--- src/rtl/uart_trx.sv ---
// UART transceiver: registered TX serializer, synchronized RX deserializer, FWFT RX FIFO.
// Optional parity on both directions when UART_PARITY_EN is defined.
module uart_trx #(
  parameter int DATA_BITS    = 8,
  parameter int CLKS_PER_BIT = 868,
  parameter int STOP_BITS    = 1,
  parameter int FIFO_DEPTH   = 16,
  parameter int PARITY_ODD   = 0
) (
  input  logic                          CLK_100MHz,
  input  logic                          Reset,
  input  logic [DATA_BITS-1:0]          TxData,
  input  logic                          TxValid,
  output logic                          TxReady,
  output logic                          Tx,
  input  logic                          Rx,
  output logic [DATA_BITS-1:0]          RxData,
  output logic                          RxValid,
  input  logic                          RxReady,
  output logic [$clog2(FIFO_DEPTH):0]   RxCount,
  output logic                          RxOverrun,
  output logic                          FrameError,
  output logic                          ParityError
);

  localparam int CW = $clog2(CLKS_PER_BIT);
  localparam int AW = $clog2(FIFO_DEPTH);
  localparam logic [CW-1:0] CNT_LAST = CW'(CLKS_PER_BIT - 1);
  localparam logic [CW-1:0] CNT_HALF = CW'(CLKS_PER_BIT / 2 - 1);
  localparam logic [3:0]    DBIT_LAST = 4'(DATA_BITS - 1);
  localparam logic [3:0]    SBIT_LAST = 4'(STOP_BITS - 1);

  if (DATA_BITS < 5 || DATA_BITS > 8 || CLKS_PER_BIT < 4 ||
      (STOP_BITS != 1 && STOP_BITS != 2) || FIFO_DEPTH < 2 || FIFO_DEPTH > 256 ||
      (FIFO_DEPTH & (FIFO_DEPTH - 1)) != 0 || (PARITY_ODD != 0 && PARITY_ODD != 1)) begin : g_param_check
    $error("uart_trx: illegal parameter value");
  end

`ifdef UART_PARITY_EN
  localparam logic PAR_ODD = (PARITY_ODD != 0);
  typedef enum logic [2:0] {S_IDLE, S_START, S_DATA, S_PARITY, S_STOP} state_t;
`else
  typedef enum logic [2:0] {S_IDLE, S_START, S_DATA, S_STOP} state_t;
`endif

  // ---------------- TX ----------------
  state_t               tx_state_q, tx_state_d;
  logic [CW-1:0]        tx_cnt_q, tx_cnt_d;
  logic [3:0]           tx_bit_q, tx_bit_d;
  logic [DATA_BITS-1:0] tx_shift_q, tx_shift_d;
  logic                 tx_q, tx_d;
  logic                 tx_last;
`ifdef UART_PARITY_EN
  logic                 tx_par_q, tx_par_d;
`endif

  assign tx_last = (tx_cnt_q == CNT_LAST);
  assign TxReady = (tx_state_q == S_IDLE);
  assign Tx      = tx_q;

  always_comb begin
    tx_state_d = tx_state_q;
    tx_cnt_d   = tx_cnt_q;
    tx_bit_d   = tx_bit_q;
    tx_shift_d = tx_shift_q;
    tx_d       = tx_q;
`ifdef UART_PARITY_EN
    tx_par_d   = tx_par_q;
`endif
    if (tx_state_q != S_IDLE) tx_cnt_d = tx_last ? '0 : tx_cnt_q + 1'b1;
    case (tx_state_q)
      S_IDLE: begin
        tx_d = 1'b1;
        if (TxValid) begin
          tx_state_d = S_START;
          tx_d       = 1'b0;
          tx_shift_d = TxData;
          tx_cnt_d   = '0;
`ifdef UART_PARITY_EN
          tx_par_d   = (^TxData) ^ PAR_ODD;
`endif
        end
      end
      S_START: if (tx_last) begin
        tx_state_d = S_DATA;
        tx_d       = tx_shift_q[0];
        tx_bit_d   = '0;
      end
      S_DATA: if (tx_last) begin
        tx_shift_d = tx_shift_q >> 1;
        if (tx_bit_q == DBIT_LAST) begin
`ifdef UART_PARITY_EN
          tx_state_d = S_PARITY;
          tx_d       = tx_par_q;
`else
          tx_state_d = S_STOP;
          tx_d       = 1'b1;
          tx_bit_d   = '0;
`endif
        end else begin
          tx_bit_d = tx_bit_q + 4'd1;
          tx_d     = tx_shift_q[1];
        end
      end
`ifdef UART_PARITY_EN
      S_PARITY: if (tx_last) begin
        tx_state_d = S_STOP;
        tx_d       = 1'b1;
        tx_bit_d   = '0;
      end
`endif
      S_STOP: if (tx_last) begin
        // Ready rises right after the last stop period, so a waiting frame starts one cycle later.
        if (tx_bit_q == SBIT_LAST) tx_state_d = S_IDLE;
        else                       tx_bit_d   = tx_bit_q + 4'd1;
      end
      default: tx_state_d = S_IDLE;
    endcase
  end

  always_ff @(posedge CLK_100MHz or posedge Reset) begin
    if (Reset) begin
      tx_state_q <= S_IDLE;
      tx_cnt_q   <= '0;
      tx_bit_q   <= '0;
      tx_shift_q <= '0;
      tx_q       <= 1'b1;
`ifdef UART_PARITY_EN
      tx_par_q   <= 1'b0;
`endif
    end else begin
      tx_state_q <= tx_state_d;
      tx_cnt_q   <= tx_cnt_d;
      tx_bit_q   <= tx_bit_d;
      tx_shift_q <= tx_shift_d;
      tx_q       <= tx_d;
`ifdef UART_PARITY_EN
      tx_par_q   <= tx_par_d;
`endif
    end
  end

  // ---------------- RX ----------------
  state_t               rx_state_q, rx_state_d;
  logic [CW-1:0]        rx_cnt_q, rx_cnt_d;
  logic [3:0]           rx_bit_q, rx_bit_d;
  logic [DATA_BITS-1:0] rx_shift_q, rx_shift_d;
  logic [1:0]           sync_q;
  logic                 rx_s, rx_prev_q, rx_last;
  logic                 rx_push_q, rx_push_d, fe_q, fe_d;
`ifdef UART_PARITY_EN
  logic                 rx_par_q, rx_par_d, pe_q, pe_d, rx_par_bad;
  assign rx_par_bad  = (^rx_shift_q) ^ rx_par_q ^ PAR_ODD;
  assign ParityError = pe_q;
`else
  assign ParityError = 1'b0;
`endif

  assign rx_s       = sync_q[1];
  assign rx_last    = (rx_cnt_q == CNT_LAST);
  assign FrameError = fe_q;

  always_comb begin
    rx_state_d = rx_state_q;
    rx_cnt_d   = rx_cnt_q;
    rx_bit_d   = rx_bit_q;
    rx_shift_d = rx_shift_q;
    rx_push_d  = 1'b0;
    fe_d       = 1'b0;
`ifdef UART_PARITY_EN
    rx_par_d   = rx_par_q;
    pe_d       = 1'b0;
`endif
    if (rx_state_q != S_IDLE) rx_cnt_d = rx_last ? '0 : rx_cnt_q + 1'b1;
    case (rx_state_q)
      // Edge rather than level detect: after a framing error the line must go high first.
      S_IDLE: if (rx_prev_q && !rx_s) begin
        rx_state_d = S_START;
        rx_cnt_d   = '0;
      end
      S_START: if (rx_cnt_q == CNT_HALF) begin
        rx_cnt_d   = '0;
        rx_bit_d   = '0;
        rx_state_d = rx_s ? S_IDLE : S_DATA;
      end
      S_DATA: if (rx_last) begin
        rx_shift_d = {rx_s, rx_shift_q[DATA_BITS-1:1]};
        if (rx_bit_q == DBIT_LAST) begin
`ifdef UART_PARITY_EN
          rx_state_d = S_PARITY;
`else
          rx_state_d = S_STOP;
`endif
        end else begin
          rx_bit_d = rx_bit_q + 4'd1;
        end
      end
`ifdef UART_PARITY_EN
      S_PARITY: if (rx_last) begin
        rx_par_d   = rx_s;
        rx_state_d = S_STOP;
      end
`endif
      S_STOP: if (rx_last) begin
        rx_state_d = S_IDLE;
        fe_d       = !rx_s;
`ifdef UART_PARITY_EN
        pe_d       = rx_par_bad;
        rx_push_d  = rx_s && !rx_par_bad;
`else
        rx_push_d  = rx_s;
`endif
      end
      default: rx_state_d = S_IDLE;
    endcase
  end

  always_ff @(posedge CLK_100MHz or posedge Reset) begin
    if (Reset) begin
      sync_q     <= 2'b11;
      rx_prev_q  <= 1'b1;
      rx_state_q <= S_IDLE;
      rx_cnt_q   <= '0;
      rx_bit_q   <= '0;
      rx_shift_q <= '0;
      rx_push_q  <= 1'b0;
      fe_q       <= 1'b0;
`ifdef UART_PARITY_EN
      rx_par_q   <= 1'b0;
      pe_q       <= 1'b0;
`endif
    end else begin
      sync_q     <= {sync_q[0], Rx};
      rx_prev_q  <= rx_s;
      rx_state_q <= rx_state_d;
      rx_cnt_q   <= rx_cnt_d;
      rx_bit_q   <= rx_bit_d;
      rx_shift_q <= rx_shift_d;
      rx_push_q  <= rx_push_d;
      fe_q       <= fe_d;
`ifdef UART_PARITY_EN
      rx_par_q   <= rx_par_d;
      pe_q       <= pe_d;
`endif
    end
  end

  // ---------------- RX FIFO (first-word fall-through) ----------------
  logic [DATA_BITS-1:0] mem_q [FIFO_DEPTH];
  logic [AW-1:0]        wr_q, rd_q;
  logic [AW:0]          cnt_q;
  logic                 full, pop, do_push, ovr_q;

  assign full    = (cnt_q == (AW+1)'(FIFO_DEPTH));
  assign pop     = RxReady && (cnt_q != '0);
  assign do_push = rx_push_q && (!full || pop);

  assign RxValid   = (cnt_q != '0);
  assign RxData    = RxValid ? mem_q[rd_q] : '0;
  assign RxCount   = cnt_q;
  assign RxOverrun = ovr_q;

  // rx_shift_q still holds the received byte the cycle after the stop sample.
  always_ff @(posedge CLK_100MHz) begin
    if (do_push) mem_q[wr_q] <= rx_shift_q;
  end

  always_ff @(posedge CLK_100MHz or posedge Reset) begin
    if (Reset) begin
      wr_q  <= '0;
      rd_q  <= '0;
      cnt_q <= '0;
      ovr_q <= 1'b0;
    end else begin
      if (do_push) wr_q <= wr_q + 1'b1;
      if (pop)     rd_q <= rd_q + 1'b1;
      case ({do_push, pop})
        2'b10:   cnt_q <= cnt_q + 1'b1;
        2'b01:   cnt_q <= cnt_q - 1'b1;
        default: cnt_q <= cnt_q;
      endcase
      ovr_q <= rx_push_q && full && !pop;
    end
  end

endmodule

--- config.mk ---
export PLATFORM = sky130hd
export DESIGN_NAME = uart_trx
export DESIGN_NICKNAME = d
export VERILOG_FILES = /design/src/rtl/uart_trx.sv
export SDC_FILE = /design/constraint.sdc
export NUM_CORES = 1
export LEC_CHECK = 0
export ABC_AREA = 0
export BUFFER_PORTS_ARGS = -buffer_cell sky130_fd_sc_hd__buf_2
export CORE_MARGIN = 4
export CORE_UTILIZATION = 56
export DETAILED_ROUTE_END_ITERATION = 12
export PLACE_DENSITY = 0.79
export SLEW_MARGIN = 20
export SYNTH_ARGS = -nofsm -noshare
export SYNTH_HDL_FRONTEND = slang
export SYNTH_SLANG_ARGS = --single-unit
--- constraint.sdc ---
create_clock -name CLK_100MHz -period 2.46 [get_ports CLK_100MHz]
set_clock_uncertainty 0.1 [all_clocks]
set_input_delay 0.492 -clock CLK_100MHz [delete_from_list [all_inputs] [get_ports CLK_100MHz]]
set_output_delay 0.492 -clock CLK_100MHz [all_outputs]
set_load 0.01 [all_outputs]
# After elaboration in Yosys (flattened, before gate mapping)
# Memory sizes are Yosys's and may differ from the RTL's.
# Cells that the tools add are included.
# word_totals
output_inout_bits	19
wordCells	129
romBits	0
latchBits	0
ramBits	128
reg_bits	70
n_memories	1
in_bits	13
# classes
n_mul	0
n_div	0
n_shift	0
reduce_logical	27
mux	49
bitwise	0
addsub	8
n_lt_le_gt_ge	0
eq_ne	27
# mem_list
memory	words	width	read_ports	rd_ports_with_merged_regs	write_ports	line	text
mem_q	16	8	1	0	1	249	logic [DATA_BITS-1:0] mem_q [FIFO_DEPTH];
# ops
cell	count
$mux W10	8
$mux W3	11
$mux W4	8
$ne A2 B2 Y1 const B	13
$mux W8	3
$pmux W3 S4	2
$add A10 B1 Y10 const B	2
$eq A10 B10 Y1 const B	2
$pmux W10 S2	1
$add A4 B1 Y4 const B	4
$pmux W8 S2	1
$eq A3 B2 Y1 const B	4
$pmux W4 S3	1
$reduce_bool A3 Y1	4
$eq A10 B9 Y1 const B	1
$mux W1	10
$pmux W5 S2	1
$reduce_and A5 Y1	2
$eq A4 B3 Y1 const B	2
$pmux W4 S2	1
$eq A3 B1 Y1 const B	2
$logic_not A3 Y1	2
$reduce_and A3 Y1	2
$reduce_and A6 Y1	1
15 further kinds	23

# Logic depth before layout (Yosys ltp)
# Gate-level depths: netlist of run 1.
# depth
ltp_word	6
mapped_depth	11
mapped_depth_nobuf	9

# Worst setup path after synthesis of run 1
# Ideal clock, no wire load.
# synth_timing
path_type	register to register
start	reg cnt_q[1], in the netlist RxCount[1]
end	reg cnt_q[4], in the netlist RxCount[4]
path_stages_with_launch	12
t_arrival_ns	2.448
required_ns	2.237
slack_ns	-0.211
setup_ns	0.123
period_less_slack_ns	2.671
n_path_buf	2
path_cell_list	dfrtp_1 buf_6 or4_4 buf_6 o21ai_2 nor2_1 xor2_1 ha_1 o31a_1 o31ai_1 o32a_1 nand2_1
# synth_between
elab_chain_len	6
elab_cells_between_ends	12
cone_classes	add/sub: 2; eq/ne: 3; mux: 1; reduce/logical: 6
# synth_lines
element	line	text
start, declared	251	logic [AW:0] cnt_q;
start signal, assigned	278	2'b10: cnt_q <= cnt_q + 1'b1;
start signal, assigned	279	2'b01: cnt_q <= cnt_q - 1'b1;
start signal, assigned	280	default: cnt_q <= cnt_q;
$eq A5 B5 Y1 or $reduce_bool A5 Y1 (tied branches)	254, 255	
$logic_not A1 Y1 or $logic_and A1 B1 Y1 (tied branches)	256, 255	
$logic_or A1 B1 Y1	256	assign do_push = rx_push_q && (!full || pop);
$logic_and A1 B1 Y1	256	
$eq A2 B1 Y1 or $eq A2 B2 Y1 (tied branches)	277	case ({do_push, pop})
$pmux W5 S2 or $reduce_bool A2 Y1 (tied branches)	--	
# Several ways; a longest one is shown, not always the timed one.
# A chain may end at the register's enable or synchronous reset.

# Final worst setup path of run 1
# layout_timing
start	reg rd_q[0]
end	out RxData[4]
# layout_between
elab_chain_len	2
# layout_lines
element	line	text
start, declared	250	logic [AW-1:0] wr_q, rd_q;
start signal, assigned	276	if (pop) rd_q <= rd_q + 1'b1;
$mem_v2 Z16 W8	--	
$mux W8	259	assign RxData = RxValid ? mem_q[rd_q] : '0;
end, declared	17	output logic [DATA_BITS-1:0] RxData,
# Every way passes these cells.

==> flow_summary.ini, run 1 <==
[run_status]
outcome = complete, but fails checks
violations = negative setup slack

[worst_setup_path]
critPathBufInv = 3
r2r_slack_ns = -0.18
cp.depth = 6
startpoint_type = register
rr_endpoint = RxCount[4]$_DFFE_PP0P_
crit_path_top_delay_cell = mux4_2
crit_family = multiplexers
cp_data_arrival_time_ns = 2.12
r2r-start = RxCount[3]$_DFFE_PP0P_
critPathCaptureType = output port
cp_max_fo = 6
path_class = reg2out
worstSetupStartpoint = rd_q[0]$_DFFE_PP0N_
crit_chain = buf_12 -> buf_12 -> mux4_2 -> mux2i_4 -> o22ai_1 -> buf_2
cp.required_ns = 1.87
cpMostUsedCell = buf_12
r2r_cells = 11
crit_end = RxData[4]
slowest_delay_ns = 0.54

[die]
io_pins = 32
die-height_um = 133
start_util_pct = 57.1
core_um2 = 15200
die_w_um = 133
rows = 45
die_area_um2 = 17600

[clock_network]
cts_buffer_depth = 2
numCtsBuffers = 17
cts_sinks = 196
cts_tree = done
cts_root_buf = clkbuf_16
htree_levels = 4
clk_pin_slew_ns = 0.07
clock_latency_ns = 0.44

[global_routing]
antenna_found_initial = 0
grt_max_degree = 35
first_global_vias = 5129
grt.total_usage_pct = 20.4
grt-ovfl-total = 0
grt_pass1_wl_um = 27700

[route]
antenna_left = 0
vias = 5178
dr.pass1.iters = 6
finalWirelength_um = 17600
drc = 0
via_per_inst = 6.21
drt-initial-drc-count = 472
wire_per_inst_um = 21.1

[layout]
drive_gt1_share_pct = 31.9
nets = 664
area_growth_pct = 16.9
num_antenna_cells = 0

[power_and_ir_drop]
switchingPower_mw = 2.56
p_per_area_nw_per_um2 = 860
p_leak_nw = 4.20
p_int_mw = 6.17
pwr-share-clk_pct = 33.0
ir_drop_mv = 0.569
comb_power_share_pct = 24.0
seqPwrFrac_pct = 43.0
swShare_pct = 29.4

[synth]
synth_flop_cell = edfxtp_1
async_flop_share_pct = 34.7
synthCells = 570
syn_nets = 601
synth_largest_area_cell = edfxtp_1
netlist_area_um2 = 8680
ys_types = 75
synth_area_per_cell_um2 = 15.2
yosysTopAreaCellShare_pct = 44.3
synth-seq-area-share_pct = 63.9
synth_edf_count = 128
synth-seq-cells = 196
ys_warn_count = 0
yosys-top-cells-area = edfxtp_1 44%, dfrtp_1 18%, mux4_2 8.3%

[timing]
worstMarginPinSlew_ns = 0.973
hold_viol = 0
worst_slew_margin_rel_pct = 34.7
post-route-min-period_ns = 2.71
max_freq_mhz = 369
finalSetupViolCount = 10
holdWs_ns = 0.0493
period_share_pct = 110
drv_slew = 0
rsz0062_at_grt = yes
fin_ws_ns = -0.253

[hold_path]
hold_depth = 1
hp-class = in2reg
worstHoldStart = Rx

[job]
maxCapViolCount = 0

[place]
dp_slack_ns = 0.0594
routabilityCongestion = 0.869
port-buffer-count = 30
hpwl_um = 11200
## routing by layer
layer / global-route usage [%] / up-vias / wire, um
met2: 34.1 / 178 / 9080
met1: 26.4 / 2625 / 7320
met3: 4.71 / 20 / 916
li1: - / 2355 / -
met4: 7.45 / 0 / 266
met5: 0 / - / 0
## power groups by stage
stage	combinational, mW	clock, mW	sequential, mW
after floorplan	1.15	0	3.82
after global placement	1.61	0	3.82
after detailed placement	1.66	0	3.83
after CTS	1.74	2.91	3.77
after global routing	2.26	3.06	3.78
final	2.09	2.88	3.76
## worst register-to-register path: cells and delay by family (launching register included)
kind,cells,cell delay [ns]
flops,1,0.38
simple gates,3,0.67
compound gates,4,0.76
buf+inv,2,0.27
fa+ha+maj,1,0.18
xor+xnor,1,0.15
## cell usage in the layout (no fill, tap or decap), types with 7 or more instances in the layout
cell type	netlist	final
mux2i_1	18	13
mux2_2	27	27
nor2_1	28	23
inv_1	19	18
a21oi_1	7	7
a31oi_1	12	11
nand2_1	22	21
dfrtp_1	64	63
clkbuf_16	0	20
mux4_2	32	32
o21ai_0	19	19
xnor2_1	10	10
buf_2	10	29
xor2_1	8	7
nor3_1	10	7
edfxtp_1	128	128
nor4_1	8	8
nand3_1	13	12
buf_4	1	29
o22ai_1	8	8
ha_1	18	17
## timing repair
action / in CTS / in global routing
resized for setup: 9 / 19
endpoints found under the setup margin: 9 / 84
hold buffers: 1 / 0
setup buffers: 3 / 6
gates cloned: 0 / 4
endpoints found under the hold margin: 12 / 0
pin swaps: 0 / 7
## cells by family (layout without fill, tap and decap cells)
group	count (synthesis)	count (layout)	synth area share [%]
AO/OA/AOI/OAI	87	87	6.96
XOR/XNOR	18	18	1.82
adder cells (fa/ha/maj)	18	18	2.59
buffers and inverters	47	123	2.41
flip-flops	196	196	63.9
multiplexers	78	78	14.1
other	1	1	0.0432
AND/OR/NAND/NOR	125	125	8.14
## area by class of cell
| cell class | count | area, um^2 |
|---|---|---|
| inverter | 20 | 77.6 |
| clock inverter | 15 | 198 |
| tap | 188 | 235 |
| sequential | 196 | 5550 |
| multi-input combinational | 327 | 3060 |
| clock buffer | 17 | 425 |
| timing repair buffer | 71 | 602 |
| fill | 1022 | 5050 |
## synthesized netlist by cell type (3+ instances only)
cell type	instances
a21oi_1	7
a22o_1	3
a31oi_1	12
and2_1	4
and3_1	6
buf_2	10
clkbuf_1	11
dfrtp_1	64
dfstp_2	4
edfxtp_1	128
ha_1	18
inv_1	19
mux2_2	27
mux2i_1	18
mux4_2	32
nand2_1	22
nand2b_1	7
nand3_1	13
nand4_1	5
nor2_1	28
nor2b_1	5
nor3_1	10
nor4_1	8
o21ai_0	19
o22ai_1	8
o31ai_1	6
xnor2_1	10
xor2_1	8
## flip-flops by register name, indices dropped and copies added, names as in the netlist
name	count
tx_shift_q	8
rx_push_q	1
rx_cnt_q	10
FrameError	1
tx_bit_q	4
rx_shift_q	8
wr_q	4
rx_prev_q	1
rx_state_q	2
RxCount	5
tx_cnt_q	10
sync_q	2
RxOverrun	1
tx_state_q	2
rd_q	4
rx_bit_q	4
mem_q	128
Tx	1
## stage by stage
stage	total power, mW	cells	utilization [%]	instance area, um^2	setup TNS (ns)
4_1_cts	8.41	824	65.2	9910	-2.30
5_1_grt	9.10	834	66.8	10200	-2.99
3_3_place_gp	5.43	788	60.6	9220	0
2_1_floorplan	4.97	570	-	8700	-0.287
6_report	8.73	834	66.8	10200	-2.09
3_5_place_dp	5.49	788	60.6	9220	0
## worst min-delay path by stage
stage	to
3_3_place_gp	sync_q[1]$_DFF_PP1_
3_5_place_dp	sync_q[1]$_DFF_PP1_
2_1_floorplan	sync_q[1]$_DFF_PP1_
6_report	sync_q[0]$_DFF_PP1_
5_1_grt	sync_q[0]$_DFF_PP1_
4_1_cts	sync_q[0]$_DFF_PP1_
No activity file was read; power rests on OpenSTA's default activity.
==> run 2, diff against run 1 <==
Settings changed: CORE_MARGIN 4 to not set.
==> flow_summary.ini, run 2 (synthesis gave the netlist of run 1 again) <==
[timing]
finalSetupViolCount = 11
tns_ns = -1.90
drv_slew = 0
hold_viol = 0
worst_slew_margin_rel_pct = 47.4
period_share_pct = 110
rsz0062_at_grt = yes
fin_ws_ns = -0.239
post-route-min-period_ns = 2.70
max_freq_mhz = 371
worstMarginPinSlew_ns = 0.786

[clock_network]
clock_latency_ns = 0.43
cts_root_buf = clkbuf_16
cts_tree = done
htree_levels = 4
cts_buffer_depth = 2
numCtsBuffers = 17
cts_sinks = 196
clk_pin_slew_ns = 0.06

[layout]
largest_reg_flops = 128
drive_gt1_share_pct = 30.8
num_antenna_cells = 0
fin_util_pct = 65.9
final_cells = 831
final_cell_mix = 128 x edfxtp_1, 63 x dfrtp_1, 34 x buf_4
nFillCells = 1020
nets = 662
final_common_cell = edfxtp_1
top_register = mem_q
top_regs = mem_q: 128 flops, rx_cnt_q: 10 flops, tx_cnt_q: 10 flops
area_growth_pct = 14.9

[route]
finalWirelength_um = 17000
drt-initial-drc-count = 384
via_per_inst = 6.12
wire_per_inst_um = 20.4
drc = 0
antenna_left = 0
dr.pass1.iters = 5
vias = 5084

[global_routing]
grt_pass1_wl_um = 27400
grt-ovfl-total = 0
grt.total_usage_pct = 22.9
antenna_found_initial = 0
grt_max_degree = 36
first_global_vias = 5189

[power_and_ir_drop]
switchingPower_mw = 2.25
ir_drop_mv = 0.692
seqPwrFrac_pct = 46.0
swShare_pct = 27.4
p_int_mw = 5.96
p_leak_nw = 4.11
pwr-share-clk_pct = 32.3
p_per_area_nw_per_um2 = 822
comb_power_share_pct = 21.7

[worst_setup_path]
crit_family = multiplexers
crit_path_top_delay_cell = mux4_2
worstSetupStartpoint = rd_q[0]$_DFFE_PP0N_
slowest_delay_ns = 0.57
path_class = reg2out
cp_data_arrival_time_ns = 2.11
r2r-start = RxCount[0]$_DFFE_PP0P_
critPathBufInv = 2
critPathCaptureType = output port
startpoint_type = register
cp_max_fo = 15
crit_chain = buf_12 -> mux4_2 -> mux2i_4 -> o22ai_1 -> buf_2
cp.required_ns = 1.87

[job]
maxCapViolCount = 0

[die]
die_w_um = 127
core_um2 = 15100
start_util_pct = 57.3
rows = 45
die_area_um2 = 16000
io_pins = 32
die-height_um = 127

[place]
hpwl_um = 11400
routabilityCongestion = 0.826
place_inst = 792
port-buffer-count = 30

[run_status]
outcome = complete, but fails checks
violations = negative setup slack

[hold_path]
hp-class = in2async
==> run 2: cell types whose count changed in the layout (fill, tap and decap cells not counted), moves of 3 or more <==
cell	before	now
buf_12	6	3
buf_4	29	34
clkbuf_16	20	17
clkinv_4	0	3
clkinv_8	3	0
clkinvlp_4	0	4
inv_6	4	1
inv_8	6	0
mux2i_2	4	1
nor2_1	23	27
nor2_2	4	1
o22ai_1	8	5
o22ai_2	0	3
==> run 2: final cells by class <==
| cell class | count | area, um^2 | area share (%) |
|---|---|---|---|
| multi-input combinational | 327 | 3050 | 30.6 |
| timing repair buffer | 69 | 494 | 4.95 |
| clock buffer | 19 | 433 | 4.34 |
| inverter | 20 | 77.6 | 0.778 |
| clock inverter | 12 | 134 | 1.34 |
| sequential | 196 | 5550 | 55.7 |
| tap | 188 | 235 | 2.36 |
==> run 2: power by group through the flow <==
| stage | clock [mW] | combinational, mW | sequential, mW |
|---|---|---|---|
| finish | 2.65 | 1.78 | 3.77 |
| global route | 2.82 | 1.94 | 3.79 |
| CTS | 2.69 | 1.74 | 3.77 |
| detailed placement | 0 | 1.63 | 3.83 |
| global placement | 0 | 1.57 | 3.82 |
| floorplan | 0 | 1.15 | 3.82 |
==> run 2: metrics by stage <==
stage	total power [mW]	setup WS, ns	instance area (um^2)	hold WS, ns
2_1_floorplan	4.97	-0.139	8700	0.245
3_3_place_gp	5.38	0.128	9220	0.246
3_5_place_dp	5.46	0.0441	9220	0.253
4_1_cts	8.20	-0.228	9890	0.00655
5_1_grt	8.55	-0.313	9970	0.0551
6_report	8.20	-0.239	9970	0.00000200
==> run 2: worst paths after layout <==
check,to,slack (ns),depth (start not counted)
worst max register to register,RxCount[4]$_DFFE_PP0P_,-0.07,10
worst min-delay path,tx_cnt_q[0]$_DFF_PP0_,0.000002,2
min in group CLK_100MHz,sync_q[0]$_DFF_PP1_,0.06,1
max in group asynchronous,rd_q[0]$_DFFE_PP0N_,1.53,3
worst max-delay path,RxData[6],-0.24,5
worst min register to register,sync_q[1]$_DFF_PP1_,0.26,0
==> run 2: repair_timing <==
action,in CTS,in global routing
pin swaps,1,2
endpoints found under the setup margin,9,10
gates resized for setup,14,12
hold buffers,0,0
buffers inserted,5,4
==> run 2: per-layer routing <==
metal	GRT usage (%)	part of all wire, %
met2	38.5	51
met3	4.60	4.6
met4	8.36	1.9
met1	29.7	43
met5	0	0
